<file path="config.mk">
export PLATFORM = sky130hd
export DESIGN_NAME = axis_frame_split
export DESIGN_NICKNAME = d
export VERILOG_FILES = /design/src/rtl/axis_dp_pkg.sv /design/src/rtl/axis_pkt_counter.sv /design/src/rtl/axis_frame_split.sv
export SDC_FILE = /design/constraint.sdc
export NUM_CORES = 1
export LEC_CHECK = 0
export CORE_MARGIN = 8
export CORE_UTILIZATION = 50
export CTS_CLUSTER_SIZE = 14
export DETAILED_ROUTE_END_ITERATION = 7
export HOLD_SLACK_MARGIN = 0.1
export PLACE_DENSITY = 0.84
export SYNTH_ARGS = -nofsm -noshare
export SYNTH_HDL_FRONTEND = slang
export SYNTH_SLANG_ARGS = --single-unit
</file>
<file path="constraint.sdc">
create_clock -name s_axis_aclk -period 5.6 [get_ports s_axis_aclk]
set_clock_uncertainty 0.1 [all_clocks]
set_input_delay 1.12 -clock s_axis_aclk [delete_from_list [all_inputs] [get_ports s_axis_aclk]]
set_output_delay 1.12 -clock s_axis_aclk [all_outputs]
set_load 0.02 [all_outputs]
</file>
<file path="src/rtl/axis_dp_pkg.sv">
// Shared definitions for the AXI-Stream datapath stages (splitter, padding, counters).
// Latency: n/a (types, constants and pure helper functions only).
// Backpressure: n/a.
package axis_dp_pkg;

    localparam int IN_W  = 64;
    localparam int OUT_W = 32;
    localparam int CNT_W = 32;

    // EMPTY: nothing held; FIRST: first half on the output; SECOND: second half on the output.
    typedef enum logic [1:0] {
        EMPTY  = 2'd0,
        FIRST  = 2'd1,
        SECOND = 2'd2
    } fsm_state_e;

    // Pick one 32-bit half of a 64-bit frame.
    function automatic logic [OUT_W-1:0] split_half(input logic [IN_W-1:0] frame,
                                                    input logic            take_high);
        return take_high ? frame[IN_W-1:OUT_W] : frame[OUT_W-1:0];
    endfunction

endpackage

</file>
<file path="src/rtl/axis_pkt_counter.sv">
// Counts accepted frames and publishes the frame count of each completed packet.
// Latency: pkt_frames_o/pkt_done_o update one cycle after the handshake carrying tlast.
// Backpressure: none; only qualified handshakes (hsk_i) advance the count.
//
// Ports: clk_i/rst_i (sync active-high reset), hsk_i (input frame accepted),
//        last_i (that frame ends the packet), pkt_frames_o (frames in last packet),
//        pkt_done_o (one-cycle pulse when pkt_frames_o updates).
module axis_pkt_counter
    import axis_dp_pkg::*;
(
    input  logic             clk_i,
    input  logic             rst_i,
    input  logic             hsk_i,
    input  logic             last_i,
    output logic [CNT_W-1:0] pkt_frames_o,
    output logic             pkt_done_o
);

    logic [CNT_W-1:0] frame_cnt_q,  frame_cnt_d;
    logic [CNT_W-1:0] pkt_frames_q, pkt_frames_d;
    logic             pkt_done_q,   pkt_done_d;

    always_comb begin
        frame_cnt_d  = frame_cnt_q;
        pkt_frames_d = pkt_frames_q;
        pkt_done_d   = 1'b0;
        if (hsk_i) begin
            if (last_i) begin
                // The closing frame itself counts, so a one-frame packet reports 1.
                pkt_frames_d = frame_cnt_q + CNT_W'(1);
                frame_cnt_d  = '0;
                pkt_done_d   = 1'b1;
            end else begin
                // Wraps naturally modulo 2^CNT_W.
                frame_cnt_d  = frame_cnt_q + CNT_W'(1);
            end
        end
    end

    always_ff @(posedge clk_i) begin
        if (rst_i) begin
            frame_cnt_q  <= '0;
            pkt_frames_q <= '0;
            pkt_done_q   <= 1'b0;
        end else begin
            frame_cnt_q  <= frame_cnt_d;
            pkt_frames_q <= pkt_frames_d;
            pkt_done_q   <= pkt_done_d;
        end
    end

    assign pkt_frames_o = pkt_frames_q;
    assign pkt_done_o   = pkt_done_q;

endmodule

</file>
<file path="src/rtl/axis_frame_split.sv">
// Splits each 64-bit input frame into two 32-bit output words, order set by HIGH_FIRST.
// Latency: first half valid one cycle after the input handshake; one word per cycle sustained.
// Backpressure: input ready only when empty or when the second half is leaving this cycle.
//
// Ports: s_axis_aclk (clock), s_axis_areset (sync active-high reset),
//        s_axis_* (64-bit frame input), m_axis_* (32-bit word output),
//        m_axis_hsked (output handshake), pkt_frames/pkt_done (per-packet frame count).
module axis_frame_split
    import axis_dp_pkg::*;
#(
    parameter bit HIGH_FIRST = 1'b1
) (
    input  logic             s_axis_aclk,
    input  logic             s_axis_areset,
    output logic             s_axis_tready,
    input  logic [IN_W-1:0]  s_axis_tdata,
    input  logic             s_axis_tlast,
    input  logic             s_axis_tvalid,
    input  logic             m_axis_tready,
    output logic [OUT_W-1:0] m_axis_tdata,
    output logic             m_axis_tlast,
    output logic             m_axis_tvalid,
    output logic             m_axis_hsked,
    output logic [CNT_W-1:0] pkt_frames,
    output logic             pkt_done
);

    fsm_state_e       state_q,  state_d;
    logic [IN_W-1:0]  data_q,   data_d;
    logic             last_q,   last_d;
    logic [OUT_W-1:0] tdata_q,  tdata_d;
    logic             tlast_q,  tlast_d;
    logic             tvalid_q, tvalid_d;
    logic             tready_c;
    logic             s_hsk;

    always_comb begin
        state_d  = state_q;
        data_d   = data_q;
        last_d   = last_q;
        tdata_d  = tdata_q;
        tlast_d  = tlast_q;
        tvalid_d = tvalid_q;
        tready_c = 1'b0;

        unique case (state_q)
            EMPTY: begin
                tready_c = 1'b1;
                if (s_axis_tvalid) begin
                    state_d  = FIRST;
                    data_d   = s_axis_tdata;
                    last_d   = s_axis_tlast;
                    tdata_d  = split_half(s_axis_tdata, HIGH_FIRST);
                    tlast_d  = 1'b0;
                    tvalid_d = 1'b1;
                end
            end
            FIRST: begin
                if (m_axis_tready) begin
                    state_d = SECOND;
                    tdata_d = split_half(data_q, !HIGH_FIRST);
                    tlast_d = last_q;
                end
            end
            SECOND: begin
                // The output register frees up this cycle exactly when the consumer
                // takes the second half, so a new frame can be loaded behind it.
                tready_c = m_axis_tready;
                if (m_axis_tready) begin
                    if (s_axis_tvalid) begin
                        state_d  = FIRST;
                        data_d   = s_axis_tdata;
                        last_d   = s_axis_tlast;
                        tdata_d  = split_half(s_axis_tdata, HIGH_FIRST);
                        tlast_d  = 1'b0;
                        tvalid_d = 1'b1;
                    end else begin
                        state_d  = EMPTY;
                        tlast_d  = 1'b0;
                        tvalid_d = 1'b0;
                    end
                end
            end
            default: begin
                state_d  = EMPTY;
                tvalid_d = 1'b0;
                tlast_d  = 1'b0;
            end
        endcase
    end

    always_ff @(posedge s_axis_aclk) begin
        if (s_axis_areset) begin
            state_q  <= EMPTY;
            data_q   <= '0;
            last_q   <= 1'b0;
            tdata_q  <= '0;
            tlast_q  <= 1'b0;
            tvalid_q <= 1'b0;
        end else begin
            state_q  <= state_d;
            data_q   <= data_d;
            last_q   <= last_d;
            tdata_q  <= tdata_d;
            tlast_q  <= tlast_d;
            tvalid_q <= tvalid_d;
        end
    end

    // Hold off the upstream stage for the whole reset window.
    assign s_axis_tready = tready_c & ~s_axis_areset;
    assign s_hsk         = s_axis_tvalid & s_axis_tready;

    assign m_axis_tdata  = tdata_q;
    assign m_axis_tlast  = tlast_q;
    assign m_axis_tvalid = tvalid_q;
    assign m_axis_hsked  = tvalid_q & m_axis_tready;

    axis_pkt_counter u_pkt_counter (
        .clk_i        (s_axis_aclk),
        .rst_i        (s_axis_areset),
        .hsk_i        (s_hsk),
        .last_i       (s_axis_tlast),
        .pkt_frames_o (pkt_frames),
        .pkt_done_o   (pkt_done)
    );

endmodule

</file>
==> results of run 1 <==
layout make-up:
| class | count | area share (%) |
|---|---|---|
| Sequential cell | 134 | 33.7 |
| Clock inverter | 12 | 1.01 |
| Timing Repair Buffer | 144 | 17.9 |
| Inverter | 5 | 0.236 |
| Tap cell | 147 | 2.31 |
| Multi-Input combinational cell | 534 | 39.2 |
| Clock buffer | 20 | 5.74 |
flip-flops by register name, summed over array words and instances (netlist names):
register	flops
u_pkt_counter.pkt_done_o	1
data_q	32
m_axis_tlast	1
m_axis_tvalid	1
last_q	1
state_q	2
u_pkt_counter.pkt_frames_o	32
m_axis_tdata	32
u_pkt_counter.frame_cnt_q	32
logic make-up (layout without fill, tap and decap cells):
| family | count (synthesis) | in the layout |
|---|---|---|
| AOI/OAI and AO/OA | 146 | 146 |
| xor gates and xnor gates | 22 | 22 |
| adders and majority gates | 1 | 1 |
| buffers and inverters | 68 | 181 |
| DFF | 134 | 134 |
| muxes | 38 | 38 |
| and+or+nand+nor | 327 | 327 |
power by group:
group          switching [W]  leakage (nW)  internal, W  total (W)
registers          0.0000319          1.10      0.00101    0.00104
clock network       0.000419         0.266     0.000586    0.00101
logic               0.000207          1.48     0.000172   0.000379
total               0.000658          2.84      0.00177    0.00243
layer usage:
layer	vias up	track usage [%]	share of wire [%]
li1	2817	-	-
met1	2724	22.9	40
met2	225	35.2	49
met3	35	7.51	8.4
met4	0	11.6	2.8
met5	-	0	0
cells in the final DEF (no fill, tap or decap), types with 4 or more instances in the layout:
master and n:
nand3_1 15, nor3_1 24, and4_1 5, a31oi_1 8, nand4_1 14, or3_1 11, clkdlybuf4s50_1 136, nor4_1 15
clkbuf_16 17, o311ai_0 6, nand2_1 116, and3_1 6, a211oi_1 56, clkinv_2 6, or3b_2 4, buf_4 8
xor2_1 8, dfxtp_1 134, a21oi_1 49, a21o_1 4, nand3b_1 9, mux2i_1 38, inv_1 5, nor2b_1 4
nor3b_1 5, xnor2_1 14, o21ai_0 9, nor2_1 83
stage by stage:
step	total power, W	setup WS (ns)	std cells
after floorplan	0.00126	2.19	736
after global placement	0.00143	1.77	964
after detailed placement	0.00144	1.74	964
after CTS	0.00244	1.72	996
after global routing	0.00252	1.66	996
final	0.00243	1.73	996
synthesized netlist by cell type (9+ instances only):
| cell type | instances | area, sq um |
|---|---|---|
| nor3_1 | 24 | 120 |
| o21ai_0 | 9 | 45.0 |
| a21oi_1 | 49 | 245 |
| dfxtp_1 | 134 | 2680 |
| xnor2_1 | 14 | 123 |
| clkbuf_1 | 56 | 210 |
| a211oi_1 | 56 | 420 |
| nor4_1 | 15 | 93.8 |
| nor2_1 | 83 | 312 |
| nand3_1 | 16 | 80.1 |
| mux2i_1 | 38 | 380 |
| nand4_1 | 14 | 87.6 |
| nand2_1 | 116 | 435 |
| or3_1 | 11 | 68.8 |
| nand3b_1 | 9 | 67.6 |
worst max-delay path, stage by stage:
cell	delay, ns
clkdlybuf4s50_1	0.62
nor2b_1	0.12
nor3_1	0.14
clkdlybuf4s50_1	0.65
path summary, 6_finish.rpt:
kind                                                     end  slack (ns)  cells after the start
setup reg to reg  u_pkt_counter.frame_cnt_q[30]$_SDFFE_PP0P_        2.99                      5
hold reg to reg                      data_q[11]$_SDFFE_PP0P_        0.35                      2
setup / recovery                               s_axis_tready        1.73                      4
hold / removal                       data_q[11]$_SDFFE_PP0P_        0.35                      2
==> results_dict.tcl, run 1 <==
set metrics [dict create \
    firstDrtPassIters 5 \
    grt_pass1_wl_um 27400 \
    io_pins 138 \
    async_reset_ff_share_pct 0 \
    synthCells 736 \
    setup_viol 0 \
    setup-tns-final_ns 0 \
    routed_wl_um 16800 \
    vias_per_cell 5.82 \
    cts.reportedPaths.clkPinSlew_ns 0.06 \
    end_kind "output port" \
    synth-edff-count 0 \
    cts.sinks 134 \
    final_layout_size_suffix_gt1_share_pct 6.01 \
    startpoint_type "primary input" \
    fin_crit_ns 3.87 \
    worst_hold_slack_ns 0.353 \
    max_freq_mhz 258 \
    regArea_sq_um 2680 \
    cp_max_fo 7 \
    tightest_slew_ns 0.865 \
    status "complete, no violations" \
    grt.overflow.total 0 \
    cts_tree "built" \
    gp_congestion 0.909 \
    hp-class "flip-flop to flip-flop" \
    synth_fa_ha_area_share_pct 0.207 \
    post_cts_resized 0 \
    pwr_density_cell_nw_per_um2 305 \
    cts_htree_levels 4 \
    slew_headroom_pct 41.8 \
    rows 40 \
    yosysSeqAreaShare_pct 44.4 \
    rsz0062_at_grt "false" \
    cts_hold_buf 0 \
    hold_violations 0 \
    ant_nets 0 \
    die_area_sq_um 15900 \
    drc 0 \
    synth_compound_area_share_pct 15.9 \
    cts_buffer_depth 2 \
    antenna_found_initial 0 \
    wl_per_cell_um 16.9 \
    synthFlopType "dfxtp_1" \
    ir_drop_mv 0.208 \
    worstHoldStart "data_q[11]$_SDFFE_PP0P_" \
    synth_simple_gate_area_share_pct 25.6 \
    syn_nets 806 \
    synth_top_family_by_area "simple AND/OR/NAND/NOR gates" \
    design_area_sq_um 7960 \
    syn_avg_cell_area_sq_um 8.21 \
    grt_pass1_vias 5755 \
    p_leak_nw 2.84 \
    num_vias 5801 \
    cts-buffers-inserted 17 \
    cts_setup_buffers 0 \
    finalCritPeriodShare_pct 69.2 \
    syn2layout_area_growth_pct 31.7 \
    num_antenna_cells 0 \
    fillers 944 \
    syn_area_sq_um 6040 \
    ys_ff_latch 134 \
    dp.final_hpwl_um 11300 \
    worst_ep_required_time_ns 4.38 \
    nets 906 \
    crit_path_start "m_axis_tready" \
    drtIter0Drc 436 \
    io_buffer_count 137 \
    grt_max_degree 81 \
    maxCapViolations 0 \
    synth.distinct_cells 43 \
    dieWidth_um 126 \
    clkLatencyLatePin_ns 0.42 \
    crit_arrival_ns 2.65 \
    r2r_start "u_pkt_counter.frame_cnt_q[8]$_SDFFE_PP0P_" \
    path_class "primary input to output port" \
    cts_root_buffer "clkbuf_16" \
    initial_utilization_pct 50.7 \
    drv_slew 0 \
    synth_mux_area_share_pct 6.29 \
    core_area_sq_um 11900 \
    synthXorXnorAreaFrac_pct 3.19 \
    yosysWarningCount 0 \
    grt.total_usage_pct 21.1 \
    dieHeight_um 126 \
    fin_util_pct 66.8 \
    multi_input_area_sq_um 3120 \
    place_area_sq_um 7420 \
]
(Power assumes the default switching activity.)
==> inputs of run 2 (changes only) <==
--- a/config.mk
+++ b/config.mk
@@ -6,11 +6,11 @@
 export NUM_CORES = 1
 export LEC_CHECK = 0
 export CORE_MARGIN = 8
-export CORE_UTILIZATION = 50
+export CORE_UTILIZATION = 45
 export CTS_CLUSTER_SIZE = 14
 export DETAILED_ROUTE_END_ITERATION = 7
 export HOLD_SLACK_MARGIN = 0.1
-export PLACE_DENSITY = 0.84
+export PLACE_DENSITY = 0.8
 export SYNTH_ARGS = -nofsm -noshare
 export SYNTH_HDL_FRONTEND = slang
 export SYNTH_SLANG_ARGS = --single-unit
==> constraint.sdc (replaced) <==
create_clock -name s_axis_aclk -period 3.55 [get_ports s_axis_aclk]
set_clock_uncertainty 0.1 [all_clocks]
set_input_delay 0.71 -clock s_axis_aclk [delete_from_list [all_inputs] [get_ports s_axis_aclk]]
set_output_delay 0.71 -clock s_axis_aclk [all_outputs]
set_load 0.02 [all_outputs]
==> run 2 against run 1 <==
- routed wire length down 3.7%
- critical path depth unchanged
- clock power up 56%
- worst setup slack worse by 1.1 ns
- global-route usage down 2.0 points
- critical path type unchanged
==> results_dict.tcl, run 2 (synthesized netlist as in run 1, its figures left out) <==
set metrics [dict create \
    p_leak_nw 2.87 \
    most-common-layout-cells "clkdlybuf4s50_1 (136), dfxtp_1 (134), nand2_1 (116)" \
    clkLatencyLatePin_ns 0.42 \
    worst_ep_required_time_ns 2.74 \
    cts_setup_buffers 0 \
    post_cts_resized 0 \
    cts_htree_levels 4 \
    cts_hold_buf 0 \
    syn2layout_area_growth_pct 33.5 \
    cts_buffer_depth 2 \
    worstHoldStart "data_q[19]$_SDFFE_PP0P_" \
    status "complete, no violations" \
    routed_wl_um 16200 \
    crit_path_start "m_axis_tready" \
    worst_hold_slack_ns 0.351 \
    cp_max_fo 6 \
    cts_root_buffer "clkbuf_16" \
    slew_headroom_pct 35.0 \
    drtIter0Drc 391 \
    design_area_sq_um 8070 \
    path_class "primary input to output port" \
    ir_drop_mv 0.324 \
    post-place-ws_ns 0.631 \
    crit_buf_inv 3 \
    cts-buffers-inserted 17 \
    fin_crit_ns 2.89 \
    grt.total_usage_pct 19.1 \
    rsz0062_at_grt "false" \
    slowest_stage "clkdlybuf4s50_1" \
    io_pins 138 \
    drc 0 \
    p_total_w 0.00383 \
    tightest_slew_ns 0.966 \
    dieHeight_um 132 \
    wl_per_cell_um 15.7 \
    cp_cell_sequence "clkdlybuf4s50_1 -> buf_4 -> and2_1 -> clkdlybuf4s50_1" \
    cts.reportedPaths.clkPinSlew_ns 0.06 \
    hold_violations 0 \
    die_area_sq_um 17400 \
    slowest_delay_ns 0.62 \
    ant_nets 0 \
    dp.final_hpwl_um 11200 \
    core_area_sq_um 13200 \
    rows 42 \
    pwr_density_cell_nw_per_um2 474 \
    num_antenna_cells 0 \
    setup_viol 0 \
    drv_slew 0 \
    place_area_sq_um 7530 \
    io_buffer_count 137 \
    antenna_found_initial 0 \
    firstDrtPassIters 5 \
    crit_arrival_ns 2.08 \
    initial_utilization_pct 45.8 \
    vias_per_cell 5.44 \
    end_kind "output port" \
    cp_top_family "buffers and inverters" \
    grt_max_degree 77 \
    dieWidth_um 132 \
    maxCapViolations 0 \
    crit_path_frequent_cell "clkdlybuf4s50_1" \
    grt_pass1_vias 5336 \
    startpoint_type "primary input" \
    r2r_start "u_pkt_counter.frame_cnt_q[8]$_SDFFE_PP0P_" \
    hp-class "flip-flop to flip-flop" \
    finalCritPeriodShare_pct 81.3 \
    grt_pass1_wl_um 27400 \
    num_vias 5605 \
    layout_setup_ws_ns 0.662 \
    fillers 1138 \
    final_layout_size_suffix_gt1_share_pct 6.67 \
    cts_tree "built" \
    nets 912 \
    cts.sinks 134 \
    layout_commonest_cell "clkdlybuf4s50_1" \
    setup-tns-final_ns 0 \
    grt.overflow.total 0 \
    gp_congestion 0.828 \
    max_freq_mhz 346 \
]
run 2: cell type report:
cell class | count | area (sq um) | area share, %
multi-input combinational | 534 | 3120 | 38.6
sequential | 134 | 2680 | 33.3
timing repair buffer | 150 | 1490 | 18.5
clock buffer | 20 | 457 | 5.66
tap | 176 | 220 | 2.73
clock inverter | 12 | 80.1 | 0.993
inverter | 5 | 18.8 | 0.233
run 2: final timing paths:
check                           slack, ns  cells after the start                                         end
worst min-delay path                 0.35                      2                     data_q[19]$_SDFFE_PP0P_
worst min register to register       0.35                      2                     data_q[19]$_SDFFE_PP0P_
worst max-delay path                 0.66                      4                                m_axis_hsked
worst max register to register       0.98                      5  u_pkt_counter.frame_cnt_q[30]$_SDFFE_PP0P_
run 2: where the power goes:
part | internal (W) | total, W | switching, W
combinational | 0.000282 | 0.000604 | 0.000322
clock | 0.000923 | 0.00158 | 0.000655
sequential | 0.00160 | 0.00164 | 0.0000485
run 2: stage by stage:
step / std cells / utilization [%]
6_report: 1031 / 61.2
5_1_grt: 1031 / 61.2
4_1_cts: 1031 / 61.2
3_5_place_dp: 999 / 57.1
3_3_place_gp: 999 / 57.1
2_1_floorplan: 736 / -
run 2: worst register-to-register path, cell delays in order, from the launching register on:
cell and delay (ns):
dfxtp_1 0.49, nand4_1 0.22, or3_1 0.57, or3_1 0.51
or4_1 0.43, a31oi_1 0.17
run 2: per-layer routing:
metal | wire, um | up-vias | global-route usage (%)
met5 | 0 | - | 0
met3 | 1320 | 22 | 7.16
met2 | 7730 | 162 | 30.5
met4 | 300 | 0 | 7.53
met1 | 6820 | 2583 | 22.6
li1 | - | 2838 | -
==> inputs of run 3 (changes only) <==
--- a/config.mk
+++ b/config.mk
@@ -6,11 +6,11 @@
 export NUM_CORES = 1
 export LEC_CHECK = 0
 export CORE_MARGIN = 8
-export CORE_UTILIZATION = 45
+export CORE_UTILIZATION = 50
 export CTS_CLUSTER_SIZE = 14
 export DETAILED_ROUTE_END_ITERATION = 7
 export HOLD_SLACK_MARGIN = 0.1
-export PLACE_DENSITY = 0.8
+export PLACE_DENSITY = 0.84
 export SYNTH_ARGS = -nofsm -noshare
 export SYNTH_HDL_FRONTEND = slang
 export SYNTH_SLANG_ARGS = --single-unit
==> constraint.sdc (replaced) <==
create_clock -name s_axis_aclk -period 2.9 [get_ports s_axis_aclk]
set_clock_uncertainty 0.1 [all_clocks]
set_input_delay 0.58 -clock s_axis_aclk [delete_from_list [all_inputs] [get_ports s_axis_aclk]]
set_output_delay 0.58 -clock s_axis_aclk [all_outputs]
set_load 0.02 [all_outputs]
==> run 3 against run 2 <==
- clock power grew 32%
- routed wire length increased by 4.7%
- core utilization increased by 7.3 points
- cell area rose by 1.1%
- largest power group is now clock
- final cell count is 1.9% lower
- via count is 4.9% higher
- combinational power rose by 26%
- critical endpoint is now s_axis_tready
- total power grew 27%
- sequential power is 23% higher
- non-clock buffer count grew 9
==> results_dict.tcl, run 3 (synthesized netlist as in run 1, its figures left out) <==
set metrics [dict create \
    worstHoldStart "data_q[18]$_SDFFE_PP0P_" \
    cts-buffers-inserted 17 \
    path_class "primary input to output port" \
    fin_crit_ns 2.63 \
    cts_htree_levels 4 \
    dieWidth_um 126 \
    clockPowerShare_pct 43.0 \
    worst_ep_required_time_ns 2.22 \
    p_leak_nw 2.94 \
    syn2layout_area_growth_pct 34.9 \
    tightest_slew_ns 0.767 \
    fin_util_pct 68.5 \
    ant_nets 0 \
    grt_max_degree 74 \
    startpoint_type "primary input" \
    nets 921 \
    cts_buffer_depth 2 \
    drc 0 \
    end_kind "output port" \
    pwr_density_cell_nw_per_um2 596 \
    crit_path_start "m_axis_tready" \
    grt.total_usage_pct 21.2 \
    finalCritPeriodShare_pct 90.6 \
    dp.final_hpwl_um 11700 \
    num_vias 5878 \
    wl_per_cell_um 16.7 \
    grt.overflow.total 0 \
    setup-tns-final_ns 0 \
    hp-class "flip-flop to flip-flop" \
    cp_max_fo 3 \
    cts_setup_buffers 0 \
    crit_arrival_ns 1.95 \
    layout_commonest_cell "clkdlybuf4s50_1" \
    cts.reportedPaths.clkPinSlew_ns 0.05 \
    slew_headroom_pct 48.8 \
    p_int_w 0.00362 \
    num_antenna_cells 0 \
    maxCapViolations 0 \
    initial_utilization_pct 50.7 \
    gp_congestion 0.884 \
    vias_per_cell 5.81 \
    setup_viol 0 \
    grt_pass1_vias 5629 \
    core_area_sq_um 11900 \
    fillers 930 \
    p_comb_share_pct 15.6 \
    power_switching_w 0.00124 \
    clkLatencyLatePin_ns 0.42 \
    firstDrtPassIters 5 \
    drv_slew 0 \
    antenna_found_initial 0 \
    max_freq_mhz 381 \
    io_pins 138 \
    grt_pass1_wl_um 27500 \
    rsz0062_at_grt "false" \
    rows 40 \
    cts_root_buffer "clkbuf_16" \
    die_area_sq_um 15900 \
    io_buffer_count 137 \
    ir_drop_mv 0.392 \
    drtIter0Drc 434 \
    most-common-layout-cells "clkdlybuf4s50_1 (136), dfxtp_1 (134), nand2_1 (116)" \
    seq_power_share_pct 41.4 \
    cts_tree "built" \
    hold_violations 0 \
    r2r_start "u_pkt_counter.frame_cnt_q[10]$_SDFFE_PP0P_" \
    cts_hold_buf 0 \
    final_layout_size_suffix_gt1_share_pct 7.52 \
    post_cts_resized 0 \
    dieHeight_um 126 \
    cts.sinks 134 \
    routed_wl_um 16900 \
    p_sw_share_pct 25.6 \
    status "complete, no violations" \
]
run 3: cell type report:
class	count	area [sq um]	area share, %
repair buffers	159	1570	19.3
clock buffers	25	515	6.32
flip-flops and latches	134	2680	32.9
inverters	5	18.8	0.230
multi-input cells	534	3120	38.2
clock inverters	7	67.6	0.828
well taps	147	184	2.25
run 3: power by group through the flow:
stage / clock network, W / logic [W] / registers, W
floorplan: 0 / 0.000303 / 0.00214
global placement: 0 / 0.000738 / 0.00204
detailed placement: 0 / 0.000755 / 0.00205
CTS: 0.00211 / 0.000764 / 0.00201
global route: 0.00220 / 0.000816 / 0.00203
finish: 0.00209 / 0.000759 / 0.00201
run 3: worst paths after layout:
check / endpoint / slack (ns) / cells past startpoint
worst max-delay path: s_axis_tready / 0.27 / 4
worst min-delay path: data_q[18]$_SDFFE_PP0P_ / 0.35 / 2
worst max register to register: u_pkt_counter.frame_cnt_q[28]$_SDFFE_PP0P_ / 0.35 / 5
worst min register to register: data_q[18]$_SDFFE_PP0P_ / 0.35 / 2
run 3: routing by layer:
metal	vias up	GRT usage, %	wire length, um
met3	47	8.10	1470
met4	0	9.48	486
met1	2728	23.8	6880
met2	248	35.2	8090
li1	2855	-	-
met5	-	0	0
run 3: critical path, stage by stage:
cell	delay, ns
clkdlybuf4s50_1	0.49
nor2b_1	0.08
nor3_1	0.14
clkdlybuf4s50_1	0.65
run 3: metrics by stage:
stage	instance area [sq um]	cells	hold slack (ns)	power, W	worst slack (ns)
4_1_cts	8160	1011	0.353	0.00489	0.262
5_1_grt	8160	1011	0.364	0.00505	0.194
6_report	8160	1011	0.353	0.00486	0.274
3_3_place_gp	7570	979	0.341	0.00278	0.241
3_5_place_dp	7570	979	0.346	0.00281	0.203
2_1_floorplan	6040	736	0.336	0.00244	0.569
